### src/rtl/clk_en_monitor.sv
`default_nettype none
// ============================================================================
// Module      : clk_en_monitor
// Description : Watches a periodic single-cycle clock-enable strobe, measures
//               its period in clk cycles, declares lock after a run of equal
//               intervals, and flags interval mismatches and strobe loss.
// Ports       : clk        - system clock
//               reset      - synchronous active-high reset
//               strobe_in  - enable strobe, sampled every rising edge
//               locked     - period has been stable long enough
//               period     - locked period (qualify with locked)
//               phase      - cycles since last strobe, saturating
//               mismatch   - one-cycle pulse, interval differed
//               timeout    - one-cycle pulse, strobe lost
// Revision    : 1.0 - initial release
// ============================================================================
module clk_en_monitor #(
    parameter int CNT_W      = 8,
    parameter int LOCK_COUNT = 4,
    parameter int MAX_PERIOD = 255
) (
    input  logic             clk,
    input  logic             reset,
    input  logic             strobe_in,
    output logic             locked,
    output logic [CNT_W-1:0] period,
    output logic [CNT_W-1:0] phase,
    output logic             mismatch,
    output logic             timeout
);

    localparam logic [1:0] c_IDLE   = 2'd0;
    localparam logic [1:0] c_FIRST  = 2'd1;
    localparam logic [1:0] c_TRACK  = 2'd2;
    localparam logic [1:0] c_LOCKED = 2'd3;

    localparam logic [CNT_W-1:0] c_MAX  = CNT_W'(MAX_PERIOD);
    localparam logic [3:0]       c_LOCK = 4'(LOCK_COUNT);

    logic [1:0]       state_q, state_d;
    logic [CNT_W-1:0] phase_q, phase_d;
    logic [CNT_W-1:0] cand_q, cand_d;
    logic [3:0]       match_cnt_q, match_cnt_d;
    logic [CNT_W-1:0] period_q, period_d;
    logic             locked_q, locked_d;
    logic             mismatch_q, mismatch_d;
    logic             timeout_q, timeout_d;

    logic [CNT_W-1:0] w_phase_inc;
    logic [3:0]       w_match_next;

    assign w_phase_inc  = (phase_q == c_MAX) ? c_MAX : phase_q + CNT_W'(1);
    assign w_match_next = match_cnt_q + 4'd1;

    always_comb begin
        state_d     = state_q;
        phase_d     = phase_q;
        cand_d      = cand_q;
        match_cnt_d = match_cnt_q;
        period_d    = period_q;
        locked_d    = locked_q;
        mismatch_d  = 1'b0;
        timeout_d   = 1'b0;

        if (state_q == c_IDLE) begin
            // Phase stays parked at zero until the first strobe arms the
            // counter; that strobe starts the first interval at 1.
            phase_d = '0;
            if (strobe_in) begin
                state_d = c_FIRST;
                phase_d = CNT_W'(1);
            end
        end else if (strobe_in) begin
            // A strobe always wins over a simultaneous saturated phase, so
            // an interval of exactly MAX_PERIOD is measurable.
            phase_d = CNT_W'(1);
            case (state_q)
                c_FIRST: begin
                    state_d     = c_TRACK;
                    cand_d      = phase_q;
                    match_cnt_d = 4'd0;
                end
                c_TRACK: begin
                    if (phase_q == cand_q) begin
                        match_cnt_d = w_match_next;
                        if (w_match_next == c_LOCK) begin
                            state_d  = c_LOCKED;
                            period_d = cand_q;
                            locked_d = 1'b1;
                        end
                    end else begin
                        mismatch_d  = 1'b1;
                        cand_d      = phase_q;
                        match_cnt_d = 4'd0;
                    end
                end
                default: begin
                    if (phase_q != period_q) begin
                        mismatch_d  = 1'b1;
                        locked_d    = 1'b0;
                        state_d     = c_TRACK;
                        cand_d      = phase_q;
                        match_cnt_d = 4'd0;
                    end
                end
            endcase
        end else if (phase_q == c_MAX) begin
            // Strobe lost: drop back to idle. period keeps its old value.
            timeout_d   = 1'b1;
            state_d     = c_IDLE;
            locked_d    = 1'b0;
            phase_d     = '0;
            match_cnt_d = 4'd0;
        end else begin
            phase_d = w_phase_inc;
        end
    end

    always_ff @(posedge clk) begin
        if (reset) begin
            state_q     <= c_IDLE;
            phase_q     <= '0;
            cand_q      <= '0;
            match_cnt_q <= 4'd0;
            period_q    <= '0;
            locked_q    <= 1'b0;
            mismatch_q  <= 1'b0;
            timeout_q   <= 1'b0;
        end else begin
            state_q     <= state_d;
            phase_q     <= phase_d;
            cand_q      <= cand_d;
            match_cnt_q <= match_cnt_d;
            period_q    <= period_d;
            locked_q    <= locked_d;
            mismatch_q  <= mismatch_d;
            timeout_q   <= timeout_d;
        end
    end

    assign locked   = locked_q;
    assign period   = period_q;
    assign phase    = phase_q;
    assign mismatch = mismatch_q;
    assign timeout  = timeout_q;

endmodule
`default_nettype wire

### config.mk
export PLATFORM = sky130hd
export DESIGN_NAME = clk_en_monitor
export DESIGN_NICKNAME = d
export VERILOG_FILES = /design/src/rtl/clk_en_monitor.sv
export SDC_FILE = /design/constraint.sdc
export NUM_CORES = 1
export LEC_CHECK = 0
export BUFFER_PORTS_ARGS = -buffer_cell sky130_fd_sc_hd__buf_2
export CORE_MARGIN = 2
export CORE_UTILIZATION = 50
export DETAILED_ROUTE_END_ITERATION = 6
export PLACE_DENSITY_LB_ADDON = 0.3
export SYNTH_ARGS = -nofsm -noshare
export SYNTH_HDL_FRONTEND = slang
export SYNTH_SLANG_ARGS = --single-unit
### constraint.sdc
create_clock -name clk -period 1.5 [get_ports clk]
set_input_delay 0.3 -clock clk [delete_from_list [all_inputs] [get_ports clk]]
set_output_delay 0.3 -clock clk [all_outputs]
set_load 0.03 [all_outputs]
After elaboration in Yosys (flattened, before gate mapping)
Index checks and enable logic that the tools add are counted.
{ "classes": {"addsub": 2, "n_eq_ne": 16, "n_mux": 30, "bitwise_logic": 2, "reduce_logical": 10} }
{ "op_table": {"columns": ["op", "n"], "rows": [
  ["two-way mux 8 bit", 5],
  ["two-way mux 4 bit", 4],
  ["case mux 8 bit (2 select lines)", 1],
  ["two-way mux 2 bit", 7],
  ["AND reduction 5 bit", 2],
  ["two-way mux 1 bit", 9],
  ["adder 8 x 1 -> 8 bit (second input constant)", 1],
  ["equality test 8 bit", 1],
  ["equality test 8 bit (second input constant)", 1],
  ["!= test 4 bit (second input constant)", 2],
  ["!= test 8 bit", 1],
  ["case mux 4 bit (2 select lines)", 1],
  ["!= test 2 bit (second input constant)", 3],
  ["!= test 3 bit (second input constant)", 2],
  ["AND reduction 6 bit", 1],
  ["OR reduction 3 bit", 2],
  ["!= test 5 x 1 -> 1 bit (second input constant)", 1],
  ["adder 4 x 1 -> 4 bit (second input constant)", 1],
  ["equality test 4 x 3 -> 1 bit (second input constant)", 1],
  ["!= test 4 x 1 -> 1 bit (second input constant)", 1],
  ["case mux 1 bit (2 select lines)", 2],
  ["case mux 2 bit (2 select lines)", 1],
  ["AND reduction 4 bit", 1],
  ["!= test 3 x 1 -> 1 bit (second input constant)", 1],
  ["7 further kinds", 8]
]} }
{ "totals": {"ff_bits": 33, "in_bits": 3, "output_inout_bits": 19, "word_cells": 68} }

Longest topological paths before layout
Gate-level depths: netlist of run 1.
{ "logic_depth": {"word_depth": 7, "depth_mapped": 8, "depth_no_buf": 7} }

Worst setup path after synthesis of run 1
No wires, ideal clock.
{ "synth_path": {"path_type": "register -> register", "from": "register phase_q[7], in the netlist phase[7]", "to": "register locked_q, in the netlist locked", "setup_time_ns": 0.072, "t_arrival_ns": 1.831, "required_ns": 1.428, "setup_slack_ns": -0.403, "stages_incl_launch_ff": 9, "n_path_buf": 2, "period_less_slack_ns": 1.903, "path_cell_list": "dfxtp_1 -> buf_2 -> xnor2_1 -> nand4_1 -> nor3_4 -> nand4_1 -> buf_6 -> o21ai_2 -> mux2i_1"} }
{ "synth_between": {"elab_chain_cells": 3, "word_cells_on_any_way": 7, "cone_classes": "eq/ne (5); reduce/logical (2)"} }
{ "synth_rtl": {"columns": ["element", "line", "rtl"], "rows": [
  ["from (decl)", "41", "logic [CNT_W-1:0] phase_q, phase_d;"],
  ["from (signal assigned)", "131", "phase_q <= phase_d;"],
  ["!= test 8 bit, or another cell as far along", "98", "if (phase_q != period_q) begin"],
  ["!= test 3 x 1 -> 1 bit (no line), or another cell as far along", null, null],
  ["AND reduction 6 bit (no line) (*)", null, null],
  ["to (signal assigned)", "135", "locked_q <= locked_d;"],
  ["to (decl)", "45", "logic locked_q, locked_d;"]
]} }
Mark *: on every way between the ends. The rest lies on a longest branch, timed or not.
A chain may end at the register's enable or synchronous reset.

Worst setup path after layout of run 1
{ "layout_path": {"from": "register phase_q[2], in the netlist phase[2]", "to": "register cand_q[4]"} }
{ "layout_between": {"elab_chain_cells": 3, "word_cells_on_any_way": 5, "cone_classes": "eq/ne (3); reduce/logical (2)"} }
{ "layout_rtl": {"columns": ["element", "line", "rtl"], "rows": [
  ["equality test 8 bit / != test 8 bit (equally long branches)", "84, 98", null],
  ["!= test 2 bit (no line) / nonzero test 3 bit (equally long branches)", null, null],
  ["AND reduction 4 bit (no line) (*)", null, null],
  ["to (signal assigned)", "132", "cand_q <= cand_d;"],
  ["to (decl)", "42", "logic [CNT_W-1:0] cand_q, cand_d;"]
]} }
Marked as above.

==> key figures, run 1 <==
Final layout
  • Design area: 2420 um^2
  • Fin nets: 264
  • Filler instances: 263
  • N_diodes: 0
  • Final Util: 72.6%
  • Syn-to-layout area delta: 39.3%
  • Share of post-route cells with drive strength above 1: 50.4%

Clock tree
  • H-tree lvl count: 2
  • CTS tree: yes
  • Root buffer cell: clkbuf_4
  • Max clock buf depth: 2
  • # hold bufs at CTS: 0
  • Clock sink count: 33
  • Skew-Pair Late Insertion Delay: 0.35 ns
  • Clk slew on worst S/H paths: 0.11 ns
  • CTS buffer count: 5

Routing
  • Initial drt markers: 91
  • Routed Antenna Nets: 0
  • Wire per inst: 14.8 um
  • DR vias: 1626
  • Residual DRC: 0
  • Drt pass-1 iters: 4
  • Final WL: 4460 um
  • Routed vias/inst: 5.38

Setup path
  • Maximum fanout along the worst path: 8
  • Delay of the slowest critical-path stage: 0.40 ns
  • Critical Path, Cell by Cell: xnor2_1, nand4_2, nor3_2, a2111o_1, buf_6, mux2i_2, nor2_1
  • Critical Path Sink Type: flip-flop
  • Crit Path Category: reg2reg
  • WP data required: 1.72 ns
  • Setup crit start: phase[2]
  • Critical R2R Launch: phase[2]
  • Worst Path Arrival: 2.01 ns
  • Startpoint types: flip-flop
  • CP max stage cell: dfxtp_4

Logic synthesis
  • Top cell type's share of synthesized area: 38.0%
  • Register area share after synthesis: 38.0%
  • Top FF cell, synth: dfxtp_1
  • Synth cell types: 39
  • Register bit total from synthesis: 33
  • Leading area contributor after synthesis: dfxtp_1
  • Most instantiated library cell after synthesis: dfxtp_1
  • Top post-synthesis cells by count: dfxtp_1 (33), nor2_1 (30), mux2i_1 (17), xnor2_1 (16)
  • Number of enable flip-flop cells after synthesis: 0
  • Async S/R FF share, synth: 0%
  • Mapped Cells: 185
  • Syn_area_per_cell: 9.41 um^2
  • Synth top area cells: dfxtp_1 (38%), mux2i_1 (9.8%), xnor2_1 (8.1%), nor2_1 (6.5%), ha_1 (4.3%)
  • Post-Syn Area: 1740 um^2
  • Synthesized Nets: 194
  • Warnings, synthesis: 0

STA
  • Slew headroom: 74.1%
  • Worst-Margin Slew: 0.379 ns
  • Final setup skew: 0.0211 ns
  • Final setup viols: 24
  • Highest Clock Rate: 559 MHz
  • Final period utilization: 119%
  • Setup TNS: -4.85 ns
  • Setup WS post-layout: -0.288 ns
  • RSZ-0062 raised after global routing: true
  • Hold Fails Final Rpt: 0
  • Slew Viols, Final: 0
  • Min Tclk post-route: 1.79 ns

Die
  • Starting density of the core: 52.2%
  • Core area: 3340 um^2
  • # IOs: 22
  • Die span in x: 63 um
  • Die H: 63 um
  • Die Area: 3970 um^2
  • Row cnt: 21

Placement
  • Post-DP Area: 2210 um^2
  • DP Worst Slack: -0.298 ns
  • Placer congestion estimate: 0.964
  • Dpl hpwl: 3160 um
  • Port Buffers: 21

Global route
  • Wire length of the first global-routing pass: 7480 um
  • Largest net degree at the start of global routing: 19
  • Total gr overflow: 0
  • All-layer global routing usage: 24.4%
  • Initial antenna violation count: 0
  • Vias in the first global route: 1701

Power and ir drop
  • Seq pwr share: 54.9%
  • Static Leak: 1.14 nW
  • Clk network pwr share: 30.0%
  • NetSw: 438 uW
  • Combinational share of power: 15.2%
  • Pwr per Cell Area: 665 nW/um^2
  • Switching portion of total power: 27.2%
  • Worst vdd ir: 0.490 mV
  • Pint: 1.17 mW

Hold path
  • Min-delay worst type: in2reg
  • HP Start: reset

Status
  • Status: finished with violations
  • Failing checks: setup timing

Flow run
  • Max-cap violations: 0
## registers in the layout, summed over array words and instances, names as in the netlist
register	count
cand_q	8
period	8
phase	8
match_cnt_q	4
state_q	2
locked	1
mismatch	1
timeout	1
## routing by layer
| metal | track usage [%] | wire length, um |
|---|---|---|
| met5 | 0 | 0 |
| met1 | 25.3 | 1820 |
| met4 | 14.7 | 130 |
| met3 | 5.41 | 166 |
| met2 | 44.5 | 2350 |
## area by class of cell
class | count | area [um^2] | share of cell area [%]
Inverter | 6 | 22.5 | 0.929
Tap cell | 46 | 57.6 | 2.37
Multi-Input combinational cell | 134 | 1070 | 44.2
Timing Repair Buffer | 75 | 518 | 21.4
Sequential cell | 33 | 704 | 29.1
Clock buffer | 8 | 48.8 | 2.01
## power groups by stage
| stage | logic, mW | clock network (mW) | registers [mW] |
|---|---|---|---|
| after detailed placement | 0.210 | 0 | 0.905 |
| after CTS | 0.231 | 0.485 | 0.883 |
| final | 0.244 | 0.483 | 0.884 |
| after global placement | 0.202 | 0 | 0.905 |
| after global routing | 0.263 | 0.521 | 0.885 |
| after floorplan | 0.137 | 0 | 0.910 |
## worst max-delay path: cells and delay by family, from the launching register on
| kind | cells | cell delay, ns |
|---|---|---|
| mux | 1 | 0.24 |
| xor+xnor | 1 | 0.20 |
| compound gates | 1 | 0.20 |
| flops | 1 | 0.40 |
| buf+inv | 1 | 0.17 |
| simple gates | 3 | 0.43 |
## logic make-up after synthesis
kind of cell / synth area share (%)
and+or+nand+nor: 20.6
DFF: 38.0
adders and majority gates: 4.31
muxes: 9.78
buffers and inverters: 6.69
xor gates and xnor gates: 11.5
AOI/OAI and AO/OA: 9.20
## stage by stage
step | hold WS [ns] | power, mW | cells
global route | 0.246 | 1.67 | 302
floorplan | 0.416 | 1.05 | 185
CTS | 0.217 | 1.60 | 299
finish | 0.227 | 1.61 | 302
detailed placement | 0.466 | 1.12 | 286
global placement | 0.457 | 1.11 | 286
## cell usage in the layout, fill, tap and decap left out, drive strengths merged
cell,n
nand2b,3
ha,6
nand3,6
xor2,5
or3,3
buf,75
a211oi,1
clkbuf,8
a32oi,1
a211o,2
o21ai,7
a2111o,1
a21o,3
and2,2
a221oi,1
dfxtp,33
nor3,6
nor2,30
mux2i,17
a2111oi,1
and3,2
and4,1
a41oi,1
a21oi,3
o21a,1
or2,1
nand4,8
xnor2,17
inv,6
nand2,5
## timing repair
item / CTS / global route
buffers inserted: 5 / 3
setup endpoints to repair: 23 / 32
pin swaps: 9 / 15
gates resized for setup: 16 / 12
endpoints found under the hold margin: 0 / 0
## final timing paths
path	to	slack, ns	cells after the start
hold / removal	match_cnt_q[1]	0.23	2
hold reg to reg	locked	0.49	2
setup reg to reg	cand_q[4]	-0.29	7
setup / recovery	cand_q[4]	-0.29	7
Power figures use the tool's default switching activity.
==> run 2, diff against run 1 <==
ABC_AREA = 1   (was unset)
==> key figures, run 2 <==
Routing
  • Routed vias/inst: 5.58
  • Residual DRC: 0
  • Initial drt markers: 191
  • Wire per inst: 16.6 um
  • DR vias: 2236
  • Routed Antenna Nets: 0
  • Final WL: 6640 um
  • Drt pass-1 iters: 4

Logic synthesis
  • Post-synthesis compound-gate area fraction: 12.7%
  • Register area share after synthesis: 37.8%
  • Number of enable flip-flop cells after synthesis: 0
  • Warnings, synthesis: 0
  • Synthesized Nets: 270
  • XOR/XNOR share of the synthesized area: 3.01%
  • Async S/R FF share, synth: 0%
  • Top FF cell, synth: dfxtp_1
  • Top cell type's share of synthesized area: 37.8%
  • Leading area contributor after synthesis: dfxtp_1
  • Most instantiated library cell after synthesis: nand2_1
  • Mapped Cells: 261
  • Largest family of logic cells by synthesized area: simple AND/OR/NAND/NOR gates
  • Synth cell types: 25
  • Synth top area cells: dfxtp_1 (38%), nand2_1 (15%), nor2_1 (7.9%), inv_1 (6.7%), a21oi_1 (6.0%)
  • Post-Syn Area: 1750 um^2
  • Mux contribution to synthesized area: 0%
  • Top post-synthesis cells by count: nand2_1 (70), nor2_1 (37), dfxtp_1 (33), inv_1 (31), a21oi_1 (21)
  • Adder-cell share of the synthesized area: 4.29%
  • Synth Area in Simple Gates: 34.6%
  • Register bit total from synthesis: 33
  • Syn_area_per_cell: 6.70 um^2

Final layout
  • Final Util: 82.9%
  • Filler instances: 187
  • N_diodes: 0
  • Final Non-Filler Cells: 401
  • Most frequent cells in the layout: buf_4 (64), nand2_1 (61), inv_1 (27), nor2_1 (23), buf_2 (20)
  • Syn-to-layout area delta: 58.2%
  • Design area: 2770 um^2
  • Share of post-route cells with drive strength above 1: 48.2%
  • Most common cell after layout, fill and taps aside: buf_4
  • Fin nets: 363

Die
  • Die H: 63.1 um
  • Starting density of the core: 52.4%
  • # IOs: 22
  • Die Area: 3980 um^2
  • Die span in x: 63.1 um
  • Core area: 3340 um^2
  • Row cnt: 21

STA
  • Hold slack: 0.215 ns
  • Setup TNS: -5.08 ns
  • Slew headroom: 77.5%
  • Setup WS post-layout: -0.295 ns
  • Highest Clock Rate: 557 MHz
  • Hold Fails Final Rpt: 0
  • Final setup viols: 26
  • Slew Viols, Final: 0
  • Final period utilization: 120%
  • RSZ-0062 raised after global routing: true
  • Final setup skew: 0.0158 ns
  • Worst-Margin Slew: 0.338 ns
  • Min Tclk post-route: 1.79 ns

Global route
  • Total gr overflow: 0
  • Vias in the first global route: 2003
  • Met3 Track Usage GR: 7.68%
  • Initial antenna violation count: 0
  • Most Crowded Layer GR: met2
  • GR Util met2: 51.3%
  • Wire length of the first global-routing pass: 9140 um
  • Met1 usage: 34.5%
  • Largest net degree at the start of global routing: 16
  • All-layer global routing usage: 29.8%

Setup path
  • R2r setup slk: -0.29 ns
  • Worst setup path end: cand_q[6]
  • Critical Path Sink Type: flip-flop
  • Worst reg-to-reg path cell count: 12
  • Maximum fanout along the worst path: 8
  • Crit Path Category: reg2reg
  • FF-to-FF End: cand_q[6]
  • Critical R2R Launch: phase[0]
  • WP data required: 1.75 ns
  • Setup crit start: phase[0]
  • Startpoint types: flip-flop
  • Worst Path Arrival: 2.04 ns

Power and ir drop
  • Final Power: 1.96 mW
  • Worst vdd ir: 0.525 mV
  • Pwr per Cell Area: 708 nW/um^2
  • Static Leak: 1.32 nW

Flow run
  • Max-cap violations: 0

Hold path
  • Hold Crit Depth: 2
  • Min-delay worst type: in2reg

Clock tree
  • CTS buffer count: 5
  • CTS tree: yes
  • Skew-Pair Late Insertion Delay: 0.36 ns
  • Root buffer cell: clkbuf_4
  • Clock sink count: 33
  • H-tree lvl count: 2
  • Max clock buf depth: 2
  • # hold bufs at CTS: 0
  • Clk slew on worst S/H paths: 0.12 ns

Placement
  • DP Cell Count: 375
  • Port Buffers: 21
  • Dpl hpwl: 3300 um
  • Placer congestion estimate: 0.894
  • DP Worst Slack: -0.187 ns
  • Post-DP Area: 2330 um^2

Status
  • Failing checks: setup timing
  • Status: finished with violations
run 2: worst max-delay path, cell delays in order (launching register included):
cell and delay (ns):
dfxtp_4 0.39, inv_1 0.11, nand2_1 0.08, nand2_1 0.07, nand2_2 0.06, nor2_4 0.12, nand2_2 0.07, o21ai_1 0.15
inv_1 0.08, nand2_2 0.09, clkinvlp_4 0.23, nor2_1 0.16, nor2_1 0.06
run 2: worst min path at each step:
stage / start / end / slack [ns]
after floorplan: reset / phase[0] / 0.36
after global placement: period[3] / period[3] / 0.46
after detailed placement: period[3] / period[3] / 0.46
after CTS: reset / match_cnt_q[1] / 0.18
after global routing: reset / match_cnt_q[1] / 0.21
final: reset / match_cnt_q[1] / 0.22
run 2: area by class of cell:
| type | count | area (um^2) | share of cell area (%) |
|---|---|---|---|
| clock buffer | 5 | 37.5 | 1.36 |
| clock inverter | 3 | 17.5 | 0.633 |
| inverter | 31 | 120 | 4.34 |
| timing repair buffer | 89 | 654 | 23.7 |
| tap | 46 | 57.6 | 2.08 |
| multi-input combinational | 194 | 1180 | 42.5 |
| sequential | 33 | 702 | 25.4 |
run 2: report_power, final:
group          internal [mW]  switching, mW
clock                  0.176          0.342
combinational          0.221          0.291
sequential             0.895         0.0304
run 2: what timing repair did:
| action | in CTS | in global routing |
|---|---|---|
| gates cloned | 1 | 0 |
| buffers inserted | 13 | 4 |
| setup endpoints to repair | 29 | 34 |
| pin swaps | 14 | 16 |
| resized for setup | 26 | 45 |
run 2: cell families after synthesis:
family                     count (synthesis)
DFF                                       33
AOI/OAI and AO/OA                         42
and+or+nand+nor                          139
xor gates and xnor gates                   6
adders and majority gates                  6
buffers and inverters                     35
run 2: layer usage:
metal / share of wire [%] / vias up
met5: 0 / -
met4: 4.8 / 0
met3: 8.6 / 35
met2: 48 / 136
met1: 39 / 1045
li1: - / 1020
==> run 3, diff against run 2 <==
CORE_ASPECT_RATIO = 0.6   (was unset)
==> key figures, run 3 (synthesis gave the netlist of run 2 again) <==
Die
  • Starting density of the core: 52.9%
  • Die span in x: 80.3 um
  • Die H: 49.8 um
  • Core area: 3300 um^2
  • # IOs: 22
  • Row cnt: 16
  • Die Area: 4000 um^2

Setup path
  • R2r setup slk: -0.28 ns
  • Largest delay share family, worst path: simple AND/OR/NAND/NOR gates
  • Startpoint types: flip-flop
  • Worst reg-to-reg path cell count: 11
  • WP data required: 1.71 ns
  • Critical Path, Cell by Cell: ha_4, nand3_4, nor2_2, nand2_1, nor2_2, nand2_2, a21oi_4, nand2_2, nor2_4, nand2_1, a21oi_1
  • Worst path bufs/invs: 0
  • Worst Path Arrival: 1.99 ns
  • Crit Path Category: reg2reg
  • Critical R2R Launch: phase[0]
  • FF-to-FF End: match_cnt_q[1]
  • Critical Path Sink Type: flip-flop
  • CP max stage cell: dfxtp_4
  • Delay of the slowest critical-path stage: 0.38 ns
  • Maximum fanout along the worst path: 5

Final layout
  • Most frequent cells in the layout: nand2_1 (66), buf_4 (57), nor2_1 (29), inv_1 (26), buf_2 (21)
  • Most common cell after layout, fill and taps aside: nand2_1
  • Fin nets: 353
  • Syn-to-layout area delta: 48.1%
  • Share of post-route cells with drive strength above 1: 40.6%
  • N_diodes: 0

Placement
  • Placer congestion estimate: 0.872
  • Port Buffers: 21
  • DP Worst Slack: -0.225 ns
  • Dpl hpwl: 3530 um

Routing
  • Wire per inst: 15.4 um
  • Initial drt markers: 216
  • Routed vias/inst: 5.42
  • Final WL: 6010 um
  • Routed Antenna Nets: 0
  • DR vias: 2113
  • Residual DRC: 0
  • Drt pass-1 iters: 5

STA
  • Final period utilization: 119%
  • Highest Clock Rate: 561 MHz
  • Worst-Margin Slew: 0.312 ns
  • Hold slack: 0.283 ns
  • Slew headroom: 79.0%
  • RSZ-0062 raised after global routing: true
  • Slew Viols, Final: 0
  • Hold Fails Final Rpt: 0
  • Setup WS post-layout: -0.283 ns
  • Min Tclk post-route: 1.78 ns
  • Final setup viols: 31
  • Final setup skew: 0.00741 ns

Clock tree
  • Skew-Pair Late Insertion Delay: 0.28 ns
  • CTS tree: yes
  • Clk slew on worst S/H paths: 0.06 ns
  • H-tree lvl count: 2
  • Root buffer cell: clkbuf_8
  • Max clock buf depth: 2
  • CTS buffer count: 5
  • Clock sink count: 33

Power and ir drop
  • Final Power: 2.08 mW
  • Worst vdd ir: 0.622 mV
  • Static Leak: 1.23 nW
  • Pwr per Cell Area: 803 nW/um^2

Global route
  • Wire length of the first global-routing pass: 8650 um
  • Initial antenna violation count: 0
  • Total gr overflow: 0
  • Vias in the first global route: 1808
  • All-layer global routing usage: 28.9%
  • Largest net degree at the start of global routing: 21

Hold path
  • HP Start: reset
  • Min-delay worst type: in2reg
  • WHS Endpoint: match_cnt_q[3]
  • Hold Crit Depth: 2

Status
  • Failing checks: setup timing
  • Status: finished with violations

Flow run
  • Max-cap violations: 0
-- run 3: repair_timing --
item,CTS,global route
pin swaps,10,9
cloned,1,0
hold buffers,0,0
buffers inserted,9,5
resized for setup,23,16
setup endpoints to repair,24,33
-- run 3: how the worst max path moves through the flow --
stage                   start  slack [ns]  cells past startpoint             end
2_1_floorplan        phase[0]       -0.13                     11  match_cnt_q[2]
3_3_place_gp         phase[4]       -0.17                     10       cand_q[1]
3_5_place_dp         phase[0]       -0.23                     12       cand_q[7]
4_1_cts        match_cnt_q[0]       -0.17                      8       period[1]
5_1_grt              phase[0]       -0.39                     11  match_cnt_q[3]
6_report             phase[0]       -0.28                     11  match_cnt_q[1]
-- run 3: per-layer routing --
metal  global-route usage, %  vias to the layer above  wire, um
li1                        -                      993         -
met3                    6.59                       34       480
met5                       0                        -         0
met2                    42.2                      123      2670
met1                    42.2                      963      2640
met4                    9.32                        0       222
-- run 3: stage by stage --
step	instances	cell area (um^2)	util, %	setup TNS [ns]
final	390	2590	78.4	-5.17
after global routing	390	2590	78.4	-8.08
after detailed placement	367	2270	68.9	-3.99
after floorplan	261	1800	-	-0.853
after global placement	367	2270	68.9	-3.38
after CTS	385	2510	75.9	-3.34
-- run 3: layout make-up --
cell class                 count  area (um^2)
multi-input combinational    194         1080
timing repair buffer          79          544
fill                         230          714
tap                           45         56.3
clock buffer                   8         90.1
sequential                    33          701
inverter                      31          120
-- run 3: worst reg2reg max path: stages (launching register included) --
cell     delay [ns]
dfxtp_4        0.38
ha_4           0.15
nand3_4        0.09
nor2_2         0.11
nand2_1        0.08
nor2_2         0.15
nand2_2        0.13
a21oi_4        0.15
nand2_2        0.10
nor2_4         0.15
nand2_1        0.06
a21oi_1        0.14
-- run 3: power by group --
group / switching (mW) / total [mW] / internal (mW)
registers: 0.0273 / 0.922 / 0.895
logic: 0.266 / 0.456 / 0.189
clock network: 0.326 / 0.701 / 0.374
total: 0.620 / 2.08 / 1.46
